$ cat config.mk
export PLATFORM = sky130hd
export DESIGN_NAME = multi_scan_register
export DESIGN_NICKNAME = d
export VERILOG_FILES = /design/src/rtl/multi_scan_pkg.sv /design/src/rtl/scan_segment.sv /design/src/rtl/multi_scan_register.sv
export SDC_FILE = /design/constraint.sdc
export NUM_CORES = 1
export LEC_CHECK = 0
export CAP_MARGIN = 25
export CORE_MARGIN = 2
export CORE_UTILIZATION = 42
export DETAILED_ROUTE_END_ITERATION = 8
export PLACE_DENSITY = 0.84
export REMOVE_ABC_BUFFERS = 1
export SETUP_SLACK_MARGIN = 0.4
export SKIP_LAST_GASP = 1
export SYNTH_ARGS = -nofsm -noshare
export SYNTH_HDL_FRONTEND = slang
export SYNTH_SLANG_ARGS = --single-unit
$ cat constraint.sdc
create_clock -name clk -period 1.7 [get_ports clk]
set_clock_uncertainty 0.05 [all_clocks]
set_input_delay 0.34 -clock clk [delete_from_list [all_inputs] [get_ports clk]]
set_output_delay 0.34 -clock clk [all_outputs]
set_load 0.01 [all_outputs]
$ cat src/rtl/multi_scan_pkg.sv
// Shared types and helpers for the multi-chain scan register bank.
package multi_scan_pkg;

  typedef enum logic [0:0] {
    StIdle,
    StShift
  } scan_state_e;

  // Width of the burst shift counter; never narrower than one bit.
  function automatic int unsigned cnt_width(input int unsigned seg_len);
    int unsigned w;
    w = $clog2(seg_len);
    return (w < 1) ? 1 : w;
  endfunction

endpackage

$ cat src/rtl/scan_segment.sv
// One scan segment: parallel-loadable shift register whose MSB is the serial output.
module scan_segment #(
  parameter int unsigned       SegLen     = 4,
  parameter logic [SegLen-1:0] ResetValue = '0
) (
  input  logic              clk_i,
  input  logic              rst_i,
  input  logic              load_i,
  input  logic [SegLen-1:0] load_data_i,
  input  logic              shift_i,
  input  logic              serial_i,
  output logic [SegLen-1:0] data_o,
  output logic              msb_o
);

  logic [SegLen-1:0] seg_q, seg_d;

  always_comb begin
    seg_d = seg_q;
    if (load_i) begin
      seg_d = load_data_i;
    end else if (shift_i) begin
      seg_d = {seg_q[SegLen-2:0], serial_i};
    end
  end

  always_ff @(posedge clk_i or posedge rst_i) begin
    if (rst_i) begin
      seg_q <= ResetValue;
    end else begin
      seg_q <= seg_d;
    end
  end

  assign data_o = seg_q;
  assign msb_o  = seg_q[SegLen-1];

endmodule

$ cat src/rtl/multi_scan_register.sv
// Register bank with parallel load and CHAINS scan segments shifted in counted bursts.
// Optional feature: define MULTI_SCAN_ROTATE_EN for non-destructive rotate-readout bursts.
module multi_scan_register
  import multi_scan_pkg::*;
#(
  parameter int unsigned      WIDTH       = 12,
  parameter int unsigned      CHAINS      = 3,
  parameter logic [WIDTH-1:0] RESET_VALUE = '0
) (
  input  logic              clk,
  input  logic              rst,
  input  logic              enable,
  input  logic [WIDTH-1:0]  data_in,
  output logic [WIDTH-1:0]  data_out,
  input  logic              scan_start,
  input  logic              scan_enable,
`ifdef MULTI_SCAN_ROTATE_EN
  input  logic              scan_rotate,
`endif
  input  logic [CHAINS-1:0] scan_in,
  output logic [CHAINS-1:0] scan_out,
  output logic              scan_busy,
  output logic              scan_done
);

  localparam int unsigned SegLen = WIDTH / CHAINS;
  localparam int unsigned CntW   = cnt_width(SegLen);

  scan_state_e     state_q;
  logic [CntW-1:0] cnt_q;
  logic            done_q;
  logic            shift;
  logic            rotate_active;
  logic [CHAINS-1:0] msb;

`ifdef MULTI_SCAN_ROTATE_EN
  logic rot_q;
  assign rotate_active = (state_q == StShift) && rot_q;
`else
  assign rotate_active = 1'b0;
`endif

  // Load always wins; single-steps only when idle and no burst is being requested.
  always_comb begin
    shift = 1'b0;
    if (!enable) begin
      if (state_q == StShift) begin
        shift = 1'b1;
      end else if (!scan_start && scan_enable) begin
        shift = 1'b1;
      end
    end
  end

  always_ff @(posedge clk or posedge rst) begin
    if (rst) begin
      state_q <= StIdle;
      cnt_q   <= '0;
      done_q  <= 1'b0;
`ifdef MULTI_SCAN_ROTATE_EN
      rot_q   <= 1'b0;
`endif
    end else begin
      done_q <= 1'b0;
      unique case (state_q)
        StIdle: begin
          if (!enable && scan_start) begin
            state_q <= StShift;
            cnt_q   <= CntW'(SegLen - 1);
`ifdef MULTI_SCAN_ROTATE_EN
            rot_q   <= scan_rotate;
`endif
          end
        end
        StShift: begin
          if (enable) begin
            state_q <= StIdle;
          end else if (cnt_q == '0) begin
            state_q <= StIdle;
            done_q  <= 1'b1;
          end else begin
            cnt_q <= cnt_q - CntW'(1);
          end
        end
        default: state_q <= StIdle;
      endcase
    end
  end

  for (genvar c = 0; c < CHAINS; c++) begin : g_seg
    logic ser;
    assign ser = rotate_active ? msb[c] : scan_in[c];

    scan_segment #(
      .SegLen    (SegLen),
      .ResetValue(RESET_VALUE[c*SegLen +: SegLen])
    ) u_seg (
      .clk_i      (clk),
      .rst_i      (rst),
      .load_i     (enable),
      .load_data_i(data_in[c*SegLen +: SegLen]),
      .shift_i    (shift),
      .serial_i   (ser),
      .data_o     (data_out[c*SegLen +: SegLen]),
      .msb_o      (msb[c])
    );
  end

  assign scan_out  = msb;
  assign scan_busy = (state_q == StShift);
  assign scan_done = done_q;

endmodule
==> flow_summary.ini, run 1 <==
[outcome]
outcome = finished, final reports clean

[finish]
fin_area_mm2 = 0.00147
final_util = 0.740
stdcell_count = 147
antenna_cells = 0
num-nets-final = 142
area_growth_pct = 64.1
drive_gt1_frac = 0.625

[placed_design]
dp_cells = 127
port_buffers = 36
dpl.hpwl_um = 1380
place_area_mm2 = 0.00128
gp_congestion = 0.702
dp_slack_ns = -0.225

[detailed_routing]
routed_wl_um = 2370
first_iter_violations = 6
wl_per_cell_um = 16.1
vias = 721
avgViaCountPerCell = 4.90
drc_errors = 0
firstDrtPassIters = 4
ant_nets = 0

[global_routing]
grt_pass1_wl_um = 3760
antenna_found_initial = 0
grtUsageTotal = 0.203
grt_start_max_net_pins = 17
grt_pass1_vias = 785
grt_overflow_total = 0

[timing]
tightest_slew_ns = 0.286
fin_crit_sh = 0.864
setup_viol = 0
finalHoldViolations = 0
fin_hold_ws_ns = 0.297
slew_viol_final = 0
relSlewSlack = 0.809
fmax_mhz = 681
period_minus_slack_ns = 1.47
finalSetupTns_ns = 0
grt_setup_unrepaired = yes
finalWorstSetupSlack_ns = 0.231

[setup_path]
cp.required_ns = 1.82
critical_path_class = reg -> reg
cp_cell_sequence = buf_6, a211oi_4, buf_6, buf_16, mux2_4
crit_path_max_incr_delay_ns = 0.42
slowest_stage = dfrtp_2
end_kind = flip-flop
critical_path_arrival_ns = 1.59
cpMostUsedCell = buf_6
start_kind = flip-flop
path_max_fanout = 5

[yosys]
synth-compound-area-share = 0.0602
synthMuxAreaShare = 0.332
netlist_area_um2 = 893
synth_simple_gate_area_share = 0.0364
synth_area_leaders = dfrtp_1 45%, mux2_2 21%, mux2_4 12%
syn_inst = 66
synth_top_cell_area_share = 0.448
synth_top_family_by_area = multiplexers
synth-xor-area-share = 0
synth_adder_area_share = 0.0140
ys_warn_count = 0
avgSynthCellArea_um2 = 13.5
synth.distinct_cells = 14
synth-seq-cells = 16
seq_area_frac_synth = 0.448
yosysTopAreaCell = dfrtp_1

[die]
boundaryPins = 37
start_util = 0.451
dieArea_mm2 = 0.00251
placementRows = 16
coreArea_mm2 = 0.00198
fp.dieW_um = 50.1
dieHeight_um = 50.1

[pwr]
seq_power_share = 0.387
p_switching_uw = 364
internal_power_uw = 893
switching_share = 0.290
combPwrFrac = 0.410
power.total_mw = 1.26
ir_drop_mv = 0.496
p_leak_nw = 0.719
powerDensity_mw_per_mm2 = 857
clkPwrFrac = 0.203

[clock_tree]
cts_buffers = 3
cts-hold-fix-buffers = 0
cts_tree = yes
cts.sinks = 16
cts_htree_levels = 1
clock_latency_ns = 0.28
clk_pin_slew_ns = 0.10
ctsRootBufferMaster = clkbuf_4
clk_path_buf_depth = 2

[worst_hold_path]
min_path_type = in -> async

[run]
cap_violations = 0
worst max-delay path, delay by kind of cell, from the launching register on:
kind,cells,cell delay [ns]
buffers and inverters,3,0.39
multiplexers,1,0.29
flip-flops,1,0.42
AO/OA/AOI/OAI,1,0.21
cells in the mapped netlist:
master and instances:
ha_1 1, buf_4 6, buf_6 2, nand2_1 1, mux2_2 17, o21ba_4 1
buf_8 1, a211oi_4 1, nor2_1 6, dfrtp_1 16, inv_1 4, a311oi_1 2
and2_1 1, mux2_4 7
logic make-up after synthesis:
group,after synthesis
muxes,24
DFF,16
buffers and inverters,13
and+or+nand+nor,8
AOI/OAI and AO/OA,4
adders and majority gates,1
power by group through the flow:
| stage | registers (mW) | clock network (mW) | logic [mW] |
|---|---|---|---|
| 4_1_cts | 0.486 | 0.265 | 0.467 |
| 5_1_grt | 0.494 | 0.277 | 0.550 |
| 3_5_place_dp | 0.505 | 0 | 0.402 |
| 6_report | 0.486 | 0.256 | 0.515 |
| 3_3_place_gp | 0.499 | 0 | 0.387 |
| 2_1_floorplan | 0.526 | 0 | 0.141 |
path summary, 6_finish.rpt:
path / startpoint / endpoint / slack, ns / cells after the start
setup / recovery: scan_busy / g_seg[0].u_seg.data_o[0] / 0.23 / 5
hold / removal: rst / g_seg[1].u_seg.data_o[3] / 0.30 / 3
setup reg to reg: scan_busy / g_seg[0].u_seg.data_o[0] / 0.23 / 5
hold reg to reg: g_seg[2].u_seg.data_o[3] / g_seg[2].u_seg.data_o[3] / 0.50 / 1
max in group asynchronous: rst / scan_busy / 1.10 / 3
min in group clk: g_seg[2].u_seg.data_o[3] / g_seg[2].u_seg.data_o[3] / 0.50 / 1
routing by layer:
layer  global-route usage  wire length (um)  vias up
met5                    0                 0        -
met4               0.0694                45        0
li1                     -                 -      328
met1                0.212               849      363
met2                0.397              1380       24
met3               0.0364                99        6
registers in the layout, indices dropped and copies added (netlist names):
signal              cells
g_seg.u_seg.data_o     12
cnt_q                   2
scan_busy               1
scan_done               1
layout by cell type (no fill, tap or decap):
master,synthesis,routed
clkbuf_8,0,1
nand2_2,0,1
mux2_2,17,5
buf_6,2,6
clkdlybuf4s50_1,0,16
clkbuf_2,0,1
dfrtp_1,16,15
dlygate4sd2_1,0,3
clkbuf_4,0,3
o21ba_4,1,1
a311oi_2,0,2
buf_16,0,1
buf_4,6,15
buf_12,0,2
ha_1,1,1
nor2_2,0,2
dfrtp_2,0,1
a211oi_4,1,1
inv_1,4,4
clkdlybuf4s15_1,0,1
buf_2,0,14
mux2_4,7,19
nor2_1,6,4
and2_1,1,1
cell type report:
type,count,area [um^2]
clock buffers,4,36.3
inverters,4,15.0
well taps,27,33.8
multi-input cells,37,460
fillers,128,515
flip-flops and latches,16,402
repair buffers,59,519
what timing repair did:
action | CTS | global route
setup endpoints to repair | 32 | 16
pin swaps | 1 | 0
buffers inserted | 13 | 2
gates cloned | 1 | 0
resized for setup | 84 | 9
Power figures use the tool's default switching activity.
==> run 2: changes to the inputs <==
- SETUP_SLACK_MARGIN: 0.4 -> 0.1
==> flow_summary.ini, run 2 (synthesis results as in run 1) <==
[outcome]
outcome = finished, final reports clean

[global_routing]
grtUsageTotal = 0.165
grt_pass1_wl_um = 3110
grt_pass1_vias = 696
antenna_found_initial = 0
grt_overflow_total = 0
grt_start_max_net_pins = 17

[setup_path]
end_kind = flip-flop
critical_path_class = in -> reg
path_max_fanout = 10
r2r_slack_ns = 0.25
crit_path_max_incr_delay_ns = 0.49
cp.required_ns = 1.82
start_kind = input pin
slowest_stage = clkdlybuf4s50_1
cp_cell_sequence = clkdlybuf4s50_1, inv_1, a211oi_4, buf_12, mux2_2
critical_path_arrival_ns = 1.67

[pwr]
clkPwrFrac = 0.229
p_leak_nw = 0.611
switching_share = 0.279
seq_power_share = 0.445
powerDensity_mw_per_mm2 = 843
combPwrFrac = 0.326
p_switching_uw = 308
ir_drop_mv = 0.548
internal_power_uw = 796

[clock_tree]
cts_htree_levels = 1
cts_tree = yes
ctsRootBufferMaster = clkbuf_4
clk_path_buf_depth = 2
clock_latency_ns = 0.28
cts.sinks = 16
cts_buffers = 3
clk_pin_slew_ns = 0.10
cts-hold-fix-buffers = 0

[timing]
grt_setup_unrepaired = no
finalHoldViolations = 0
slew_viol_final = 0
tightest_slew_ns = 0.284
finalWorstSetupSlack_ns = 0.153
setup_viol = 0
fmax_mhz = 646
finalSetupTns_ns = 0
fin_crit_sh = 0.910
period_minus_slack_ns = 1.55
relSlewSlack = 0.811

[die]
dieArea_mm2 = 0.00251
fp.dieW_um = 50.1
placementRows = 16
dieHeight_um = 50.1
start_util = 0.451
coreArea_mm2 = 0.00198
boundaryPins = 37

[finish]
antenna_cells = 0
layout_commonest_cell = clkdlybuf4s50_1
drive_gt1_frac = 0.371
num-nets-final = 127
layout_common_cells = 19 x clkdlybuf4s50_1, 17 x mux2_2, 16 x dlygate4sd2_1
area_growth_pct = 46.6
final_util = 0.661
largest_reg_flops = 12
fin_area_mm2 = 0.00131

[detailed_routing]
vias = 620
first_iter_violations = 2
wl_per_cell_um = 13.9
routed_wl_um = 1840
ant_nets = 0
drc_errors = 0
firstDrtPassIters = 4
avgViaCountPerCell = 4.70

[run]
cap_violations = 0

[placed_design]
gp_congestion = 0.702
place_area_mm2 = 0.00128
dp_slack_ns = -0.225
dpl.hpwl_um = 1380
port_buffers = 36

[worst_hold_path]
min_path_type = in -> async
## run 2: cell count changes in the layout (fill, tap and decap cells not counted), sizes merged
cell           change
clkdlybuf4s50      +3
clkdlybuf4s15      -1
clkbuf             -1
buf               -30
dlymetal6s2s       +1
dlygate4sd2       +13
## run 2: per-stage QoR
| step | power [mW] | hold slack (ns) | instances |
|---|---|---|---|
| 4_1_cts | 1.12 | 0.296 | 132 |
| 6_report | 1.10 | 0.293 | 132 |
| 3_3_place_gp | 0.886 | 0.447 | 127 |
| 2_1_floorplan | 0.667 | 0.204 | 57 |
| 3_5_place_dp | 0.907 | 0.460 | 127 |
| 5_1_grt | 1.18 | 0.304 | 132 |
## run 2: area by class of cell
class,instances,area (um^2)
clock buffers,4,36.3
fillers,161,672
inverters,4,15.0
multi-input cells,37,395
flip-flops and latches,16,402
well taps,27,33.8
repair buffers,44,428
## run 2: power groups by stage
stage                     logic, mW  registers [mW]  clock network (mW)
final                         0.360           0.491               0.253
after global routing          0.393           0.502               0.284
after CTS                     0.368           0.492               0.265
after detailed placement      0.402           0.505                   0
after global placement        0.387           0.499                   0
after floorplan               0.141           0.526                   0
## run 2: critical path, delay by kind of cell
| family | cells | cell delay, ns |
|---|---|---|
| AO/OA/AOI/OAI | 1 | 0.26 |
| multiplexers | 1 | 0.33 |
| buffers and inverters | 3 | 0.73 |
## run 2: final timing paths
kind,start,to,depth (start not counted)
max,scan_start,g_seg[2].u_seg.data_o[1],5
min,rst,g_seg[1].u_seg.data_o[3],3
max reg2reg,scan_busy,g_seg[2].u_seg.data_o[1],4
min reg2reg,g_seg[0].u_seg.data_o[3],g_seg[0].u_seg.data_o[3],1
max in group asynchronous,rst,scan_busy,3
min in group clk,g_seg[0].u_seg.data_o[3],g_seg[0].u_seg.data_o[3],1
## run 2: metal layers
layer	vias up	GRT usage	part of all wire
li1	297	-	-
met1	307	0.168	0.39
met2	16	0.314	0.56
met3	0	0.0364	0.046
met4	0	0.0694	0
met5	-	0	0
## run 2: timing repair
action,4_1_cts,5_1_grt
endpoints found under the setup margin,20,8
buffers inserted,1,0
gates resized for setup,17,1
pin swaps,0,1
endpoints found under the hold margin,0,0
==> run 3: changes to the inputs <==
- CORE_MARGIN: 2 -> default
==> flow_summary.ini, run 3 (synthesis results as in run 1) <==
[clock_tree]
cts_buffers = 3
ctsRootBufferMaster = clkbuf_4
clock_latency_ns = 0.28
cts_htree_levels = 1
cts.sinks = 16
cts_tree = yes
clk_pin_slew_ns = 0.09
cts-hold-fix-buffers = 0
clk_path_buf_depth = 2

[placed_design]
dp_cells = 124
port_buffers = 36
dpl.hpwl_um = 1280
gp_congestion = 0.694

[detailed_routing]
routed_wl_um = 1820
met1Wirelength_um = 724
wl_per_cell_um = 14.0
wl_met2_um = 1020
firstDrtPassIters = 4
met3WireLength_um = 61
avgViaCountPerCell = 4.93
first_iter_violations = 4
highest_layer = met4
ant_nets = 0
drc_errors = 0
vias = 641

[setup_path]
start_kind = input pin
critical_path_arrival_ns = 1.71
cp.required_ns = 1.82
slowest_stage = clkdlybuf4s50_1
worstReg2RegStart = scan_busy
cp_cell_sequence = clkdlybuf4s50_1, a211oi_4, clkbuf_16, mux2_2
end_kind = flip-flop
startpoint = scan_enable
path_max_fanout = 6
critical_path_class = in -> reg
crit_path_max_incr_delay_ns = 0.45

[finish]
num-nets-final = 126
final_util = 0.682
antenna_cells = 0
multiInputGateArea_um2 = 395
layout_commonest_cell = clkdlybuf4s50_1
regArea_um2 = 402
area_growth_pct = 51.3
stdcell_count = 130
fillCellCount = 140
drive_gt1_frac = 0.359
layout_common_cells = 19 x clkdlybuf4s50_1, 17 x mux2_2, 15 x dfrtp_1
largest_reg_flops = 12

[outcome]
outcome = finished, final reports clean

[timing]
setup_viol = 0
fmax_mhz = 631
fin_hold_ws_ns = 0.381
finalHoldViolations = 0
tightest_slew_ns = 0.609
fin_crit_sh = 0.932
period_minus_slack_ns = 1.58
relSlewSlack = 0.594
grt_setup_unrepaired = no
slew_viol_final = 0

[pwr]
clkPwrFrac = 0.182
combPwrFrac = 0.360
internal_power_uw = 776
ir_drop_mv = 0.598
power.total_mw = 1.07
p_leak_nw = 0.697
switching_share = 0.278
powerDensity_mw_per_mm2 = 795
p_switching_uw = 298
seq_power_share = 0.458

[global_routing]
grt_start_max_net_pins = 17
grt_pass1_vias = 544
antenna_found_initial = 0
grt_pass1_wl_um = 2480
grt_overflow_total = 0
grtUsageTotal = 0.156

[die]
boundaryPins = 37
placementRows = 16
start_util = 0.451
fp.dieW_um = 48.1
dieArea_mm2 = 0.00232
coreArea_mm2 = 0.00198
dieHeight_um = 48.1

[worst_hold_path]
min_path_type = in -> async

[run]
cap_violations = 0
run 3: changes by cell type in the layout (fill, tap and decap cells not counted), sizes merged:
cell / change
dlygate4sd2: -12
dlymetal6s2s: +12
buf: -2
run 3: area by class of cell:
class / count / area share
clock buffer: 3 / 0.0167
tap: 27 / 0.0250
sequential: 16 / 0.297
timing repair buffer: 43 / 0.357
multi-input combinational: 37 / 0.293
inverter: 4 / 0.0111
run 3: final timing paths:
check / slack (ns) / end / cells after the start
worst max-delay path: 0.12 / g_seg[2].u_seg.data_o[0] / 4
worst min-delay path: 0.38 / g_seg[1].u_seg.data_o[2] / 2
worst max register to register: 0.16 / g_seg[2].u_seg.data_o[0] / 4
worst min register to register: 0.48 / g_seg[1].u_seg.data_o[0] / 1
max in group asynchronous: 0.79 / scan_busy / 2
min in group clk: 0.48 / g_seg[1].u_seg.data_o[0] / 1
run 3: power groups by stage:
stage | logic (mW) | registers (mW) | clock network (mW)
floorplan | 0.141 | 0.526 | 0
global placement | 0.378 | 0.499 | 0
detailed placement | 0.389 | 0.504 | 0
CTS | 0.389 | 0.493 | 0.200
global route | 0.421 | 0.501 | 0.217
finish | 0.387 | 0.492 | 0.195
run 3: per-stage QoR:
step           setup TNS (ns)  setup WS (ns)  area (um^2)
6_report                    0          0.115         1350
5_1_grt                     0          0.101         1350
4_1_cts                     0          0.101         1290
3_5_place_dp            -2.86         -0.259         1260
3_3_place_gp            -2.44         -0.222         1260
2_1_floorplan               0          0.249          811
run 3: what timing repair did:
item | in CTS | in global routing
setup buffers | 1 | 1
endpoints found under the hold margin | 0 | 0
setup endpoints to repair | 15 | 16
gates cloned | 0 | 1
pin swaps | 0 | 1
gates resized for setup | 5 | 13
run 3: per-layer routing:
metal	GRT usage	vias up
li1	-	297
met2	0.273	20
met5	0	-
met3	0.0444	2
met1	0.197	322
met4	0.0167	0
run 3: worst max-delay path: cells and delay by family:
family / cells / cell delay [ns]
buffers and inverters: 2 / 0.67
muxes: 1 / 0.32
AOI/OAI and AO/OA: 1 / 0.37
